## src/rtl/sipo_deserializer.sv

```systemverilog
// rtl/sipo_deserializer.sv - serial-in parallel-out word assembler with valid/ready output
// Collects sin_en-qualified bits into WIDTH-bit words; flags a sticky overrun on a dropped word.
module sipo_deserializer #(
  parameter int WIDTH     = 8,
  parameter bit MSB_FIRST = 1'b1
) (
  input  logic                     clk,
  input  logic                     rst,
  input  logic                     sin,
  input  logic                     sin_en,
  input  logic                     sof,
  input  logic                     out_ready,
  input  logic                     clr_ovr,
  output logic [WIDTH-1:0]         out_data,
  output logic                     out_valid,
  output logic [$clog2(WIDTH)-1:0] bit_cnt,
  output logic                     overrun
);

  localparam int CW = $clog2(WIDTH);
  localparam logic [CW-1:0] LAST = CW'(WIDTH - 1);

  logic [WIDTH-1:0] shreg;
  logic [WIDTH-1:0] shreg_base;
  logic [WIDTH-1:0] shreg_next;
  logic             complete;
  logic             slot_free;

  // sof drops the partial word before the new bit shifts in
  always_comb begin
    shreg_base = sof ? '0 : shreg;
    if (MSB_FIRST) shreg_next = {shreg_base[WIDTH-2:0], sin};
    else           shreg_next = {sin, shreg_base[WIDTH-1:1]};
  end

  assign complete  = sin_en && !sof && (bit_cnt == LAST);
  assign slot_free = !out_valid || out_ready;

  always_ff @(posedge clk or negedge rst) begin
    if (!rst) begin
      shreg   <= '0;
      bit_cnt <= '0;
    end else if (sin_en) begin
      shreg   <= shreg_next;
      bit_cnt <= (sof || complete) ? ((sof) ? CW'(1) : '0) : bit_cnt + 1'b1;
    end else if (sof) begin
      shreg   <= '0;
      bit_cnt <= '0;
    end
  end

  always_ff @(posedge clk or negedge rst) begin
    if (!rst) begin
      out_data  <= '0;
      out_valid <= 1'b0;
      overrun   <= 1'b0;
    end else begin
      if (complete && slot_free) begin
        out_data  <= shreg_next;
        out_valid <= 1'b1;
      end else if (out_valid && out_ready) begin
        out_valid <= 1'b0;
      end
      // set has priority over clear
      if (complete && !slot_free) overrun <= 1'b1;
      else if (clr_ovr)           overrun <= 1'b0;
    end
  end

endmodule
```

## config.mk

```make
export PLATFORM = sky130hd
export DESIGN_NAME = sipo_deserializer
export DESIGN_NICKNAME = d
export VERILOG_FILES = /design/src/rtl/sipo_deserializer.sv
export SDC_FILE = /design/constraint.sdc
export NUM_CORES = 1
export LEC_CHECK = 0
export ABC_AREA = 1
export CORE_ASPECT_RATIO = 0.9
export CORE_UTILIZATION = 45
export CTS_BUF_LIST = sky130_fd_sc_hd__clkbuf_8
export DETAILED_ROUTE_END_ITERATION = 10
export PLACE_DENSITY = 0.72
export SYNTH_ARGS = -nofsm -noshare
export SYNTH_HDL_FRONTEND = slang
export SYNTH_SLANG_ARGS = --single-unit
```

## constraint.sdc

```tcl
create_clock -name clk -period 1.2 [get_ports clk]
set_input_delay 0.24 -clock clk [delete_from_list [all_inputs] [get_ports clk]]
set_output_delay 0.24 -clock clk [all_outputs]
set_load 0.05 [all_outputs]
```

## Yosys cells after proc, flatten, opt, wreduce, memory -nomap -nowiden

Index checks and enable logic that the tools add are counted.

| cells by class | value |
|---|---|
| $add $sub $neg | 1 |
| equality and inequality tests | 1 |
| reduce and logical (&&, ||, !) cells | 13 |
| multiplexer cells | 10 |

Operators by type and width:

| operator | count |
|---|---|
| $mux 7 | 2 |
| $mux 3 | 3 |
| $reduce_bool 2->1 | 3 |
| $logic_and 1x1->1 | 5 |
| $mux 1 | 5 |
| $add 3x1->3 const B | 1 |
| $eq 3x3->1 const B | 1 |
| $logic_not 1->1 | 3 |
| $logic_or 1x1->1 | 2 |

| word-level totals | value |
|---|---|
| bits of input ports | 7 |
| register bits | 20 |
| output and inout bits | 13 |
| word-level logic and storage cells | 30 |

## Depth between registers and ports, before layout

| logic depth | value |
|---|---|
| word-level depth | 6 |
| gate-level depth with buffers | 6 |
| gate-level depth less buffers | 6 |

## Least setup slack after synthesis

No wires, ideal clock.

| path | value |
|---|---|
| path type | register to register |
| start | reg bit_cnt[0] |
| end | reg out_data[1] |
| slack | -367 ps |
| stages on the path, launching flop included | 7 |
| path buffers | 0 |
| required time | 1134 ps |
| setup time | 66 ps |
| clock period less this slack | 1567 ps |
| arrival time | 1501 ps |
| path through | dfrtp_1 > ha_1 > ha_1 > nand3_4 > nor2_8 > nand2_1 > nand2_1 |

| between the ends | value |
|---|---|
| longest elaborated chain between the ends | 3 |

RTL lines:

| item | RTL line | RTL |
|---|---|---|
| start: declaration | 16 | `output logic [$clog2(WIDTH)-1:0] bit_cnt,` |
| start signal: assignment | 45 | `bit_cnt <= (sof \|\| complete) ? ((sof) ? CW'(1) : '0) : bit_cnt + 1'b1;` |
| $eq 3x3->1 | 36 | `assign complete = sin_en && !sof && (bit_cnt == LAST);` |
| $logic_and 1x1->1 | 36 |  |
| $logic_and 1x1->1 | 58 | `if (complete && slot_free) begin` |
| end signal: assignment | 59 | `out_data <= shreg_next;` |
| end: declaration | 14 | `output logic [WIDTH-1:0] out_data,` |

No other way between the ends.
A chain may end at the register's enable or synchronous reset.

## Worst setup path in the final report

| path | value |
|---|---|
| start | reg bit_cnt[1] |
| end | out bit_cnt[1] |

No word-level cell between the ends.

==> flow_metrics.tcl <==
set metrics [dict create \
    status "complete, no violations" \
    nets 140 \
    seq_area_frac_synth_pct 54.8 \
    drv_slew 0 \
    synth.distinct_cells 18 \
    grt_max_degree 21 \
    max-vdd-ir-drop_mv 1.17 \
    final_cell_mix "37 x nand2_1, 17 x dfrtp_1, 13 x buf_12" \
    grt_remaining_overflow 0 \
    grt_pass1_vias 667 \
    placed_area_mm2 0.00133 \
    ys_ff_latch 20 \
    max_stage_delay_ns 0.43 \
    critPathLaunchType "flip-flop" \
    fin_crit_sh_pct 98.8 \
    p_leak_nw 0.656 \
    rsz0062_at_grt "true" \
    port_buffers 19 \
    synthCells 101 \
    clockBufferDepth 2 \
    fin_worst_skew_ns 0.00716 \
    clk_pin_slew_ns 0.08 \
    area_growth_pct 54.8 \
    cts_htree_levels 1 \
    grt.total_usage_pct 19.2 \
    place_inst 150 \
    wl_per_cell_um 11.7 \
    first_pass_iters 4 \
    max_freq_mhz 844 \
    vias 726 \
    postRouteAntennaNets 0 \
    endpoint_kind "primary output" \
    cts_buffers 3 \
    setup_viol 0 \
    drc 0 \
    cp_top_family "flip-flops" \
    cts_root_buf "clkbuf_8" \
    path_cells "buf_6 -> buf_12" \
    diodes 0 \
    relSlewSlack_pct 80.8 \
    hold_class "primary input to async pin" \
    clk_latency_ns 0.26 \
    power.density_mw_per_mm2 1140 \
    grt_pass1_wl_um 3060 \
    design_area_mm2 0.00141 \
    slowest_stage "dfrtp_2" \
    syn_area_um2 913 \
    die_area_mm2 0.00221 \
    vias_per_cell 4.68 \
    finalSetupTns_ns 0 \
    r2r_setup_slack_ns 0.01 \
    antenna_found_initial 0 \
    gp_congestion 0.848 \
    avgSynthCellArea_um2 9.04 \
    start_util_pct 47.7 \
    drt_iter0_drc 18 \
    hold_slack_ns 0.314 \
    arrival_ns 0.95 \
    crit-reg2reg-capture "out_data[1]" \
    worst-path-buf-inv 2 \
    core_mm2 0.00191 \
    worst_pin_slew_ns 0.288 \
    tritoncts "yes" \
    die_x_um 49.5 \
    num_rows 15 \
    cp.required_ns 0.96 \
    maxCapViolCount 0 \
    layout-drive-gt1-share_pct 29.2 \
    totalWireLength_um 1810 \
    period_needed_ns 1.19 \
    die_h_um 44.7 \
    final_common_cell "nand2_1" \
    dp_hpwl_um 1360 \
    yosysWarningCount 0 \
    io_pins 20 \
    synth_fp_nets 110 \
    final_hold_viol_count 0 \
    fin_cells 155 \
    worst-r2r-cell-count 6 \
    cts_num_sinks 20 \
    total_power_w 0.00161 \
    critical_path_class "flip-flop to primary output" \
    hold_buffers 0 \
    path_max_fanout 2 \
    r2r_start "bit_cnt[1]" \
]
sequential cells by signal, summed over array words and instances (netlist names):
register / flops
bit_cnt: 3
out_valid: 1
out_data: 8
shreg: 7
overrun: 1
power breakdown:
group	internal (W)	switching (W)	total (W)
Clock	0.000445	0.000215	0.000660
Combinational	0.000115	0.000125	0.000240
Sequential	0.000693	0.0000175	0.000711
layer usage:
layer | GRT usage (%) | wire, um
met5 | 0 | 0
met4 | 3.43 | 10
met3 | 6.40 | 85
met2 | 33.7 | 917
met1 | 23.9 | 797
Yosys cell counts, drive strengths merged:
cell type / instances / share of area (%)
nand3: 4 / 4.9
buf: 2 / 2.1
ha: 2 / 2.7
nand2: 37 / 15
o21ai: 6 / 3.3
inv: 13 / 6.2
dfrtp: 20 / 55
nor2: 13 / 8.2
o22ai: 3 / 2.1
a21oi: 1 / 0.55
cell type report:
cell class,instances,area (um^2)
Timing Repair Buffer,27,388
Inverter,13,56.3
Clock buffer,3,41.3
Fill cell,137,500
Multi-Input combinational cell,66,363
Sequential cell,20,504
Clock inverter,1,30.0
Tap cell,25,31.3
what timing repair did:
action                                  CTS  global route
endpoints found under the setup margin    2            13
resized for setup                         2             1
setup buffers                             0             1
cell families after synthesis:
| logic type | Yosys count | share of synthesized area (%) |
|---|---|---|
| fa+ha+maj | 2 | 2.74 |
| compound gates | 10 | 5.89 |
| flops | 20 | 54.8 |
| simple gates | 54 | 28.4 |
| buf+inv | 15 | 8.22 |
how the worst max path moves through the flow:
stage	start	to	slack [ns]	depth (start not counted)
after global placement	sin_en	out_data[3]	-0.20	6
after CTS	bit_cnt[0]	bit_cnt[0]	0.005	2
after global routing	bit_cnt[1]	out_data[1]	-0.04	6
after floorplan	bit_cnt[0]	out_data[1]	-0.07	6
after detailed placement	sin_en	out_data[0]	-0.23	6
final	bit_cnt[1]	bit_cnt[1]	0.01	2
through the flow:
| stage | util (%) | worst slack (ns) |
|---|---|---|
| floorplan | - | -0.0717 |
| global placement | 69.3 | -0.196 |
| detailed placement | 69.3 | -0.226 |
| CTS | 73.5 | 0.00482 |
| global route | 73.9 | -0.0383 |
| finish | 73.9 | 0.0149 |
Power figures use the tool's default switching activity.
==> RTL edit 1 (same flow settings) <==
The parameter `WIDTH` goes from 8 to 16.
--- a/src/rtl/sipo_deserializer.sv
+++ b/src/rtl/sipo_deserializer.sv
@@ -1,7 +1,7 @@
 // rtl/sipo_deserializer.sv - serial-in parallel-out word assembler with valid/ready output
 // Collects sin_en-qualified bits into WIDTH-bit words; flags a sticky overrun on a dropped word.
 module sipo_deserializer #(
-  parameter int WIDTH     = 8,
+  parameter int WIDTH     = 16,
   parameter bit MSB_FIRST = 1'b1
 ) (
   input  logic                     clk,
Interface: changed (resized bit_cnt and out_data); port bits go from 20 to 29. The function was not compared with the original's and may differ.
==> RTL edit 1 against the original RTL <==
The run now ends with setup timing left. Routed wire length grew 110%. Setup slack lost 45 ps. Maximum frequency shrank 3.7%. Sequential cell count grew 17. Synthesized area grew 75%. Power grew 73%. Global-route usage grew 3.5 points. Final area grew 78%. Critical path type unchanged.
==> RTL edit 1: results (changes against the original RTL) <==
- GP Congestion: 0.8385 (-1.1%)
- Actual slew at the worst max-slew pin: 243.3 ps (-44.32 ps)
- Multi-input combinational gate total: 117 (+77%)
- Vias in the first global route: 1,463 (+120%)
- Worst setup margin: -30.17 ps (-45.08 ps)
- M3 GR Usage: 0.05233 (-0.01165)
- 1st-iter DRT viols: 56 (+38)
- Status: finished with violations
- Placed Cells: 268 (+79%)
- Largest net degree at the start of global routing: 38 (+81%)
- Cells taking the most area after synthesis: dfrtp_1, nand2_1, nand3_1
- Seq group: 0.00130 W (+83%)
- Sequential share of power: 0.467 (+0.026)
- Clock-cell share: 0.04631 (-0.004128)
- Synth Area per Inst: 8.690 um2 (-3.9%)
- Logic inverters: 23 (+10)
- Synth Area in Compound Gates: 0.05790 (-0.001001)
- Non-clk buf share: 0.2883 (+0.01401)
- Dpl cell area: 0.002291 mm2 (+73%)
- Syn Nets: 192 (+75%)
- Register area: 932.1 um2 (+85%)
- Post_cts resized: 7 (+5)
- Cell leakage power: 1.237 nW (+89%)
- Clock buffers: 6 (+3)
- Failing checks: setup timing
- # setup viols final: 5 (+5)
- Adder-cell share of the synthesized area: 0.007825 (-0.01957)
- Fillers: 228 (+66%)
- DR vias: 1,418 (+95%)
- DR WL met2: 1896 um (+110%)
- Sw power: 0.0006668 W (+86%)
- Met2 Track Usage GR: 0.4003 (+0.06331)
- Total GRT Usage: 0.2278 (+0.03531)
- Combinational power: 0.000382 W (+59%)
- Pre-CTS WS: -371.4 ps (-145.2 ps)
- Grt met1 use: 0.2584 (+0.01889)
- Most used standard cells in the synthesized netlist: nand2_1, dfrtp_1, inv_1
- Worst-Skew Late Latency: 290 ps (+30 ps)
- Final Skew: 6.809 ps (-0.3517 ps)
- Non-clk bufs: 54 (+100%)
- Port Buf Inserts: 28 (+9)
- Multi-input logic area: 595.6 um2 (+64%)
[RTL edit 1: changes by cell type after synthesis, sizes merged, moves of 4 or more]
cell | before | now
dfrtp | 20 | 37
nand2 | 37 | 58
nor2 | 13 | 20
o21ai | 6 | 10
inv | 13 | 22
nand3 | 4 | 20
[RTL edit 1: worst paths after layout]
check	startpoint	endpoint	slack, ps	cells past startpoint
worst max-delay path	bit_cnt[0]$_DFFE_PN0P_	bit_cnt[0]	-30	2
worst min-delay path	rst	out_data[9]$_DFFE_PN0P_	320	2
worst max register to register	bit_cnt[0]$_DFFE_PN0P_	out_data[1]$_DFFE_PN0P_	-10	6
worst min register to register	out_data[3]$_DFFE_PN0P_	out_data[3]$_DFFE_PN0P_	540	2
max in group asynchronous	rst	bit_cnt[0]$_DFFE_PN0P_	680	2
min in group clk	clr_ovr	overrun$_DFFE_PN0P_	530	2
[RTL edit 1: critical path, cell delays in order, from the launching register on]
cell     delay (ps)
dfrtp_2         440
buf_6           130
buf_12          140
==> RTL edit 2 (same flow settings) <==
Without the edit above. Reset style: synchronous (`rst`), changed in 2 clocked blocks.
--- a/src/rtl/sipo_deserializer.sv
+++ b/src/rtl/sipo_deserializer.sv
@@ -36,7 +36,7 @@
   assign complete  = sin_en && !sof && (bit_cnt == LAST);
   assign slot_free = !out_valid || out_ready;
 
-  always_ff @(posedge clk or negedge rst) begin
+  always_ff @(posedge clk) begin
     if (!rst) begin
       shreg   <= '0;
       bit_cnt <= '0;
@@ -49,7 +49,7 @@
     end
   end
 
-  always_ff @(posedge clk or negedge rst) begin
+  always_ff @(posedge clk) begin
     if (!rst) begin
       out_data  <= '0;
       out_valid <= 1'b0;
Formal check against the unedited RTL: differs if rst is asserted again (counterexample within 4 cycles, from zero or initial values and one cycle with rst low); with rst held inactive, the same outputs for 10 cycles.
==> RTL edit 2 against the original RTL <==
First-iteration DRC count up 39%. Count of clock-buffer cells in the layout unchanged. Largest power group unchanged. Sequential share of layout area down 9.0 points. Cell count up 15%. Maximum frequency down 7.4%. Routed wire length up 35%. Sequential cell count unchanged. Power down 21%. Via count up 22%. Setup slack worse by 94 ps. Critical path type is now register to register. Final area up 8.8%. Synthesized area down 1.1%. The run now ends with setup timing left. Clock skew down 5.2 ps.
==> RTL edit 2: results (changes against the original RTL) <==
- Worst hold slack: 471.4 ps (+157.8 ps)
- Setup TNS: -351.7 ps (-351.7 ps)
- Cell leakage power: 0.6610 nW (+0.78%)
- Dpl hpwl: 1701 um (+25%)
- Layout Cells excl Fill: 179 (+15%)
- Pre-CTS WS: -362.0 ps (-135.8 ps)
- VDD IR-drop max: 0.0009235 V (-21%)
- # setup viols final: 6 (+6)
- Worst setup margin: -79.54 ps (-94.44 ps)
- Crit Path Max Fanout: 9 (+7)
- GP Congestion: 0.8570 (+1.0%)
- Worst r2r dst: out_data[7]$_SDFFE_PN0P_
- Total GRT Usage: 0.2496 (+0.05715)
- Port Buf Inserts: 19 (unchanged)
- Fillers: 90 (-34%)
- Dpl cell area: 0.001401 mm2 (+5.6%)
- Max stage delay on crit path: 350 ps (-80 ps)
- Async S/R FF share, synth: 0 (-1.000)
- Cells taking the most area after synthesis: dfxtp_1, nand2_1, nor2_2
- Most used standard cells in the synthesized netlist: nand2_1, dfxtp_1, a21oi_1
- Actual slew at the worst max-slew pin: 252.8 ps (-34.87 ps)
- Syn Nets: 123 (+12%)
- Layout cell share with drive strength beyond 1: 0.4581 (+0.1658)
- Vias in the first global route: 875 (+31%)
- Placed Cells: 172 (+15%)
- Final wirelength: 2439 um (+35%)
- Seq/Total Area, Yosys: 0.4432 (-0.1047)
- Failing checks: setup timing
- Hold path endpoint: shreg[5]$_SDFF_PN0_
- Slowest-stage cell, CP: dfxtp_4
- Largest net degree at the start of global routing: 13 (-38%)
- Synth area leader: dfxtp_1
- Hold WC Path Type: register to register
- First-pass GRT wire length: 3988 um (+30%)
- Int Pwr: 0.0009731 W (-22%)
- FF-to-FF setup slack: -80 ps (-90 ps)
- R2R cell count: 8 (+2)
- Via density: 4.939 (+5.4%)
- Synth Area per Inst: 7.924 um2 (-12%)
- Status: finished with violations
- Final Skew: 1.936 ps (-5.224 ps)
- 1st-iter DRT viols: 25 (+7)
-- RTL edit 2: cell types whose count changed in the layout (fill, tap and decap cells not counted), sizes merged, moves of 2 or more --
| cell | before | now |
|---|---|---|
| a21oi | 1 | 12 |
| o21ai | 6 | 3 |
| dfrtp | 20 | 0 |
| dlymetal6s2s | 0 | 2 |
| o22ai | 3 | 0 |
| dfxtp | 0 | 20 |
| buf | 21 | 33 |
| clkdlybuf4s50 | 6 | 3 |
| nor2 | 13 | 21 |
-- RTL edit 2: how the worst max path moves through the flow --
stage,startpoint,to,cells past startpoint
after global routing,bit_cnt[1]$_SDFFE_PN0P_,out_data[0]$_SDFFE_PN0P_,8
after global placement,sof,out_data[1]$_SDFFE_PN0P_,7
after CTS,bit_cnt[1]$_SDFFE_PN0P_,out_data[5]$_SDFFE_PN0P_,8
after detailed placement,sin_en,out_data[3]$_SDFFE_PN0P_,8
final,bit_cnt[1]$_SDFFE_PN0P_,out_data[7]$_SDFFE_PN0P_,8
after floorplan,bit_cnt[1]$_SDFFE_PN0P_,out_data[0]$_SDFFE_PN0P_,8
-- RTL edit 2: worst reg2reg max path, delay by kind of cell (launching register included) --
kind,cells,cell delay (ps)
adders and majority gates,2,320
buffers and inverters,2,270
DFF,1,350
and+or+nand+nor,4,240
-- RTL edit 2: power groups by stage --
stage	combinational (W)	clock, W	sequential [W]
floorplan	0.0000537	0	0.000707
global placement	0.000144	0	0.000695
detailed placement	0.000148	0	0.000696
CTS	0.000151	0.000450	0.000680
global route	0.000170	0.000476	0.000681
finish	0.000157	0.000440	0.000681
-- RTL edit 2: cells by family (layout without fill, tap and decap cells) --
| logic type | after synthesis | in the layout | share of synthesized area |
|---|---|---|---|
| compound gates | 15 | 15 | 0.08310 |
| fa+ha+maj | 2 | 2 | 0.02770 |
| buf+inv | 13 | 54 | 0.07340 |
| flops | 20 | 20 | 0.4432 |
| simple gates | 64 | 64 | 0.3726 |
-- RTL edit 2: cell type report --
cell class	instances	area, um2	area share
Inverter	11	43.79	0.02846
Tap cell	24	30.03	0.01951
Clock buffer	3	41.29	0.02683
Timing Repair Buffer	39	501.7	0.3260
Multi-Input combinational cell	81	508.0	0.3301
Clock inverter	1	3.754	0.002439
Sequential cell	20	410.4	0.2667
-- RTL edit 2: repair_timing --
item,CTS,global route
gates cloned,0,0
pin swaps,4,2
setup buffers,2,1
setup endpoints to repair,10,13
resized for setup,9,8
-- RTL edit 2: metal layers --
metal	GRT usage	vias to the layer above	wire length, um
met5	0	-	0
met4	0.1118	0	39
met3	0.05842	5	77
met2	0.4575	20	1312
met1	0.2785	422	1010
li1	-	437	-
